==> src/rtl/uart_receiver.sv <==
// UART receiver with 16x oversampling and a configurable number of data and stop bits.
// rx passes through a 2-flop synchronizer first. dout, rx_done_tick and framing_err
// are registered, so in the rx_done_tick cycle dout already holds the new byte.
module uart_receiver #(
  parameter int DBIT    = 8,   // data bits per frame, 6..8
  parameter int SB_TICK = 16   // s_ticks in the stop period: 16/24/32 = 1/1.5/2 stop bits
) (
  input  logic       clk,
  input  logic       reset,
  input  logic       s_tick,
  input  logic       rx,
  output logic [7:0] dout,
  output logic       rx_done_tick,
  output logic       framing_err
);

  typedef enum logic [1:0] {IDLE, START, DATA, STOP} state_t;

  localparam logic [4:0] MID_START = 5'd7;
  localparam logic [4:0] BIT_LAST  = 5'd15;
  localparam logic [4:0] STOP_LAST = 5'(SB_TICK - 1);
  localparam logic [2:0] LAST_BIT  = 3'(DBIT - 1);

  state_t     state, state_next;
  logic       rx_meta, rx_s;
  logic [4:0] s_cnt, s_cnt_next;
  logic [2:0] n_cnt, n_cnt_next;
  logic [7:0] b_reg, b_next;
  logic [7:0] dout_next;
  logic       done_next, ferr_next;

  // Synchronize the asynchronous serial line. Both flops preset to idle-high so
  // that a reset never manufactures a false start bit.
  always_ff @(posedge clk) begin
    if (reset) begin
      rx_meta <= 1'b1;
      rx_s    <= 1'b1;
    end else begin
      rx_meta <= rx;
      rx_s    <= rx_meta;
    end
  end

  // FSM state, counters, shift register and registered outputs.
  always_ff @(posedge clk) begin
    if (reset) begin
      state        <= IDLE;
      s_cnt        <= '0;
      n_cnt        <= '0;
      b_reg        <= '0;
      dout         <= '0;
      rx_done_tick <= 1'b0;
      framing_err  <= 1'b0;
    end else begin
      state        <= state_next;
      s_cnt        <= s_cnt_next;
      n_cnt        <= n_cnt_next;
      b_reg        <= b_next;
      dout         <= dout_next;
      rx_done_tick <= done_next;
      framing_err  <= ferr_next;
    end
  end

  // Next-state logic. Outside IDLE, nothing moves unless s_tick is high.
  always_comb begin
    state_next = state;
    s_cnt_next = s_cnt;
    n_cnt_next = n_cnt;
    b_next     = b_reg;
    dout_next  = dout;
    done_next  = 1'b0;
    ferr_next  = 1'b0;
    case (state)
      IDLE: begin
        // Start detection ignores s_tick, so the half-bit count starts cleanly.
        if (!rx_s) begin
          state_next = START;
          s_cnt_next = '0;
        end
      end
      START: begin
        if (s_tick) begin
          if (s_cnt == MID_START) begin
            // Mid start bit: a line that is high again was only a glitch.
            s_cnt_next = '0;
            n_cnt_next = '0;
            state_next = rx_s ? IDLE : DATA;
          end else begin
            s_cnt_next = s_cnt + 5'd1;
          end
        end
      end
      DATA: begin
        if (s_tick) begin
          if (s_cnt == BIT_LAST) begin
            // LSB arrives first, so shift right and insert at the top of the
            // DBIT-wide field. Bits above DBIT-1 stay zero.
            s_cnt_next         = '0;
            b_next             = b_reg >> 1;
            b_next[DBIT-1]     = rx_s;
            n_cnt_next         = n_cnt + 3'd1;
            if (n_cnt == LAST_BIT) begin
              state_next = STOP;
            end
          end else begin
            s_cnt_next = s_cnt + 5'd1;
          end
        end
      end
      STOP: begin
        if (s_tick) begin
          if (s_cnt == STOP_LAST) begin
            // The byte is delivered even when the stop bit is bad.
            state_next = IDLE;
            s_cnt_next = '0;
            dout_next  = b_reg;
            done_next  = 1'b1;
            ferr_next  = ~rx_s;
          end else begin
            s_cnt_next = s_cnt + 5'd1;
          end
        end
      end
      default: state_next = IDLE;
    endcase
  end

endmodule

==> config.mk <==
export PLATFORM = sky130hd
export DESIGN_NAME = uart_receiver
export DESIGN_NICKNAME = d
export VERILOG_FILES = /design/src/rtl/uart_receiver.sv
export SDC_FILE = /design/constraint.sdc
export NUM_CORES = 1
export LEC_CHECK = 0
export ABC_AREA = 1
export CORE_UTILIZATION = 45
export DETAILED_ROUTE_END_ITERATION = 6
export DONT_BUFFER_PORTS = 1
export GPL_TIMING_DRIVEN = 0
export PLACE_DENSITY = 0.68
export SLEW_MARGIN = 20
export SYNTH_ARGS = -nofsm -noshare
export SYNTH_HDL_FRONTEND = slang
export SYNTH_SLANG_ARGS = --single-unit
==> constraint.sdc <==
create_clock -name clk -period 1.7 [get_ports clk]
set_input_delay 0.425 -clock clk [delete_from_list [all_inputs] [get_ports clk]]
set_output_delay 0.425 -clock clk [all_outputs]
set_load 0.02 [all_outputs]
# [Word-level counts from Yosys, hierarchy flattened]
# Index checks and enable logic that the tools add are counted.
[op_classes] n_addsub=2 eq_ne=15 mux=22 n_bitwise=4 n_reduce_logical=10
[op_table] cell="two-way mux 5 bit" count=5
[op_table] cell="two-way mux 2 bit" count=9
[op_table] cell="!= test 2 bit, second input constant" count=8
[op_table] cell="one-hot mux 5 bit (3 select lines)" count=1
[op_table] cell="two-way mux 3 bit" count=4
[op_table] cell="AND reduction 3 bit" count=3
[op_table] cell="one-hot mux 2 bit (4 select lines)" count=1
[op_table] cell="AND reduction 8 bit" count=1
[op_table] cell="one-hot mux 3 bit (2 select lines)" count=1
[op_table] cell="adder 5 x 1 -> 5 bit, second input constant" count=1
[op_table] cell="equality test 5 x 3 -> 1 bit, second input constant" count=1
[op_table] cell="equality test 5 x 4 -> 1 bit, second input constant" count=1
[op_table] cell="AND reduction 5 bit" count=1
[op_table] cell="equality test 2 bit, second input constant" count=2
[op_table] cell="inverter 1 bit" count=4
[op_table] cell="OR reduction 4 bit" count=1
[op_table] cell="adder 3 x 1 -> 3 bit, second input constant" count=1
[op_table] cell="equality test 3 bit, second input constant" count=1
[op_table] cell="OR reduction 3 bit" count=1
[op_table] cell="equality test 2 x 1 -> 1 bit, second input constant" count=1
[op_table] cell="logical NOT 2 bit" count=1
[op_table] cell="!= test 2 x 1 -> 1 bit, second input constant" count=1
[op_table] cell="nonzero test 2 bit" count=1
[op_table] cell="OR reduction 2 bit" count=1
[op_table] cell="two-way mux 1 bit" count=1
[totals] reg_bits=30 inputBits=4 out_inout_bits=10 elab_cells=62

# [Logic depth before layout (Yosys ltp)]
[depth] ltp_word=5 mapped_depth=11 ltp_nobuf=11

# [Worst setup path after synthesis]
# Ideal clock, no wire load.
[synth_path] path_kind="flip-flop to flip-flop" start="register s_cnt[0]" end="register b_reg[5]" setup_ps=117 arrival_time_ps=1200 required_ps=1583 setup_slack_ps=383 path_stages_with_launch=8 n_path_buf=1 period_less_slack_ps=1317 path_cell_list="dfxtp_1 > ha_1 > nand4_1 > inv_2 > nand3_1 > buf_4 > o21ai_1 > a21oi_1"
[synth_via] elab_chain_len=2
[synth_rtl] element="start, declared" line="26" source="logic [4:0] s_cnt, s_cnt_next;"
[synth_rtl] element="start signal, assigned" line="56" source="s_cnt <= s_cnt_next;"
[synth_rtl] element="equality test 5 x 4 -> 1 bit" line="96" source="if (s_cnt == BIT_LAST) begin"
[synth_rtl] element="AND reduction 3 bit (no source line)"
[synth_rtl] element="end signal, assigned" line="58" source="b_reg <= b_next;"
[synth_rtl] element="end, declared" line="28" source="logic [7:0] b_reg, b_next;"
# Every way passes these cells.
# A chain may end at the register's enable or synchronous reset.

# [Worst setup path after layout]
[layout_path] start="register s_cnt[0]" end="register dout[4]"
[layout_via] elab_chain_len=2
[layout_rtl] element="equality test 5 x 4 -> 1 bit" line="113" source="if (s_cnt == STOP_LAST) begin"
[layout_rtl] element="AND reduction 3 bit (no source line)"
[layout_rtl] element="end signal, assigned" line="59" source="dout <= dout_next;"
[layout_rtl] element="end, declared" line="12" source="output logic [7:0] dout,"
# Every way passes these cells.

==> flow_metrics.py <==
metrics = {
    "outcome": {
        "outcome": "complete, no violations",
    },
    "timing": {
        "final.min_clock_period_ps": 1540,
        "period_share_pct": 90.7,
        "finClkSkew_ps": 7.67,
        "rsz0062_at_grt": "no",
        "max_freq_ghz": 0.649,
        "worstMarginPinSlew_ps": 439,
        "slew-limit-headroom_pct": 70.8,
        "hold_viol_final": 0,
        "final.setup.tns_ps": 0,
        "final.setup.worst_slack_ps": 158,
        "setup_violations": 0,
        "drv_slew": 0,
        "whs_ps": 198,
    },
    "routing": {
        "vias_per_cell": 5.06,
        "drtPass1Iterations": 4,
        "ant_nets": 0,
        "drc_errors": 0,
        "drtIter0Drc": 13,
        "route.final.wire_length_um": 2290,
        "via_count": 1032,
        "wl_per_cell_um": 11.2,
    },
    "logic_synthesis": {
        "synth.cell_area_sq_um": 1270,
        "avgSynthCellArea_sq_um": 7.62,
        "synth_edf_count": 0,
        "synthCells": 167,
        "synth_ff_type": "dfxtp_1",
        "yosysUniqueCellTypes": 24,
        "yosys_warnings": 0,
        "ys_seq_area_share_pct": 47.2,
        "ys_seq_elements": 30,
        "synthArstFlopShare_pct": 0,
        "syn_nets": 175,
    },
    "setup_path": {
        "cp_slowest_cell": "dfxtp_1",
        "cpLargestDelayFamily": "flip-flops",
        "worst_setup_path_end_kind": "flip-flop",
        "arrival_ps": 1800,
        "path_cells": "ha_1 -> nand4_1 -> inv_2 -> nand4_2 -> buf_2 -> a21oi_1",
        "slowest_delay_ps": 390,
        "required_ps": 1960,
        "start_kind": "flip-flop",
        "critPathMaxFanout": 10,
        "crit_type": "flip-flop to flip-flop",
        "cp.buffers_inverters": 2,
    },
    "cts": {
        "clkTransAtPathRegs_ps": 90,
        "cts_buffer_depth": 2,
        "cts_made_buffers": 5,
        "holdBufCountCts": 0,
        "worstSkewPairLatency_ps": 330,
        "clkSinkCount": 30,
        "clockRootBuffer": "clkbuf_4",
        "postCtsSetupRepairBufs": 0,
        "htreeDepth": 2,
        "cts_tree": "yes",
    },
    "finish": {
        "final_nets": 182,
        "drive_gt1_share_pct": 13.8,
        "nFillCells": 265,
        "final_core_util_pct": 54.4,
        "stdcell_area_sq_um": 1400,
        "syn_to_final_growth_pct": 9.73,
        "seq_area_sq_um": 601,
        "multi_input_area_sq_um": 533,
        "diodes": 0,
    },
    "global_route": {
        "grt_overflow": 0,
        "antenna_found_initial": 0,
        "grt.total_usage_pct": 18.4,
        "grt_max_degree": 11,
        "grt_pass1_wl_um": 3720,
        "grt_pass1_vias": 847,
    },
    "power": {
        "max-vdd-ir-drop_uv": 599,
        "pwr-share-seq_pct": 52.5,
        "powerDensity_nw_per_um2": 984,
        "p_leak_nw": 0.544,
        "p_sw_share_pct": 21.5,
        "internal-power_mw": 1.08,
        "pwr-share-clk_pct": 42.1,
        "p_sw_mw": 0.296,
        "power_frac_comb_pct": 5.4,
    },
    "placed_design": {
        "port_buffers": 0,
        "gp_congestion": 0.737,
        "post-place-ws_ps": 136,
        "dpl.hpwl_um": 1700,
        "placed_area_sq_um": 1310,
    },
    "die": {
        "die_area_sq_um": 3040,
        "die_x_um": 55.2,
        "die_y_um": 55.2,
        "start_util_pct": 49.6,
        "ioPinCount": 14,
        "core_sq_um": 2570,
        "rows": 18,
    },
    "job": {
        "drv_cap": 0,
    },
    "min_path": {
        "hp-class": "input pin to flip-flop",
    },
}
-- cell type report --
cell class,instances,area share [%]
Buffer,5,1.97
Clock buffer,6,3.67
Clock inverter,1,2.15
Inverter,31,8.33
Multi-Input combinational cell,101,38.2
Sequential cell,30,43.0
Tap cell,30,2.69
-- power by group through the flow --
stage	logic, mW	registers, mW	clock network (mW)
floorplan	0.0612	0.735	0
global placement	0.0718	0.737	0
detailed placement	0.0750	0.737	0
CTS	0.0758	0.721	0.592
global route	0.0872	0.722	0.631
finish	0.0749	0.721	0.578
-- synth_stat cells (2+ instances only) --
master,instances,share of area (%)
buf_4,2,1.2
nor2_2,2,0.98
nand3_1,5,2.0
inv_2,4,1.2
nand2_1,27,8.0
nor3_1,2,0.79
dfxtp_1,30,47
clkbuf_1,2,0.59
a21oi_1,22,8.7
nand4_1,4,2.0
ha_1,4,3.9
or2_2,2,0.98
nand2_2,2,0.98
nor2_1,8,2.4
o21ai_0,15,5.9
inv_1,26,7.7
o21ai_1,3,1.2
-- kinds of logic after synthesis --
| kind of cell | synth area share, % |
|---|---|
| buf+inv | 11.3 |
| fa+ha+maj | 3.93 |
| xor+xnor | 0.688 |
| flops | 47.2 |
| compound gates | 17.0 |
| simple gates | 19.9 |
-- worst paths after layout --
kind | to | slack [ps] | depth (start not counted) | from
min | rx_s | 200 | 1 | reset
max reg2reg | dout[4] | 160 | 6 | s_cnt[0]
min reg2reg | rx_s | 430 | 1 | rx_meta
max | dout[4] | 160 | 6 | s_cnt[0]
-- stage by stage --
step           total power, mW  std cells
6_report                  1.37        204
2_1_floorplan            0.796        167
3_5_place_dp             0.812        197
3_3_place_gp             0.808        197
4_1_cts                   1.39        204
5_1_grt                   1.44        204
-- worst register-to-register path: cells and delay by family (launching register included) --
kind	cells	cell delay [ps]
buffers and inverters	2	370
and+or+nand+nor	2	350
AOI/OAI and AO/OA	1	150
adders and majority gates	1	210
DFF	1	390
-- what timing repair did --
item | in CTS | in global routing
hold endpoints to repair | 0 | 0
gates resized for setup | 0 | 1
endpoints found under the setup margin | 0 | 1
-- cells in the final DEF, fill, tap and decap left out --
cell type and n:
inv_1 26, buf_4 2, nand4_2 1, clkinv_1 1
ha_1 4, o21ai_1 3, clkbuf_1 2, clkbuf_4 5
a21oi_1 22, bufinv_16 1, o21ai_0 15, nor3_1 2
clkbuf_8 1, nand2_2 2, buf_2 1, o21a_1 1
xnor2_1 1, or2_2 2, nand4_1 4, nor2_2 2
nor2_4 1, inv_2 4, nand2_1 27, dfxtp_1 30
o21ai_2 1, nand3_1 4, nand3_2 1, nor2_1 8
-- layer usage --
metal | wire (um) | vias to the layer above | GRT usage, %
met5 | 0 | - | 0
met3 | 131 | 6 | 8.74
met2 | 1060 | 19 | 26.5
met4 | 41 | 0 | 8.75
li1 | - | 547 | -
met1 | 1060 | 460 | 22.9
No activity file was read; power rests on OpenSTA's default activity.
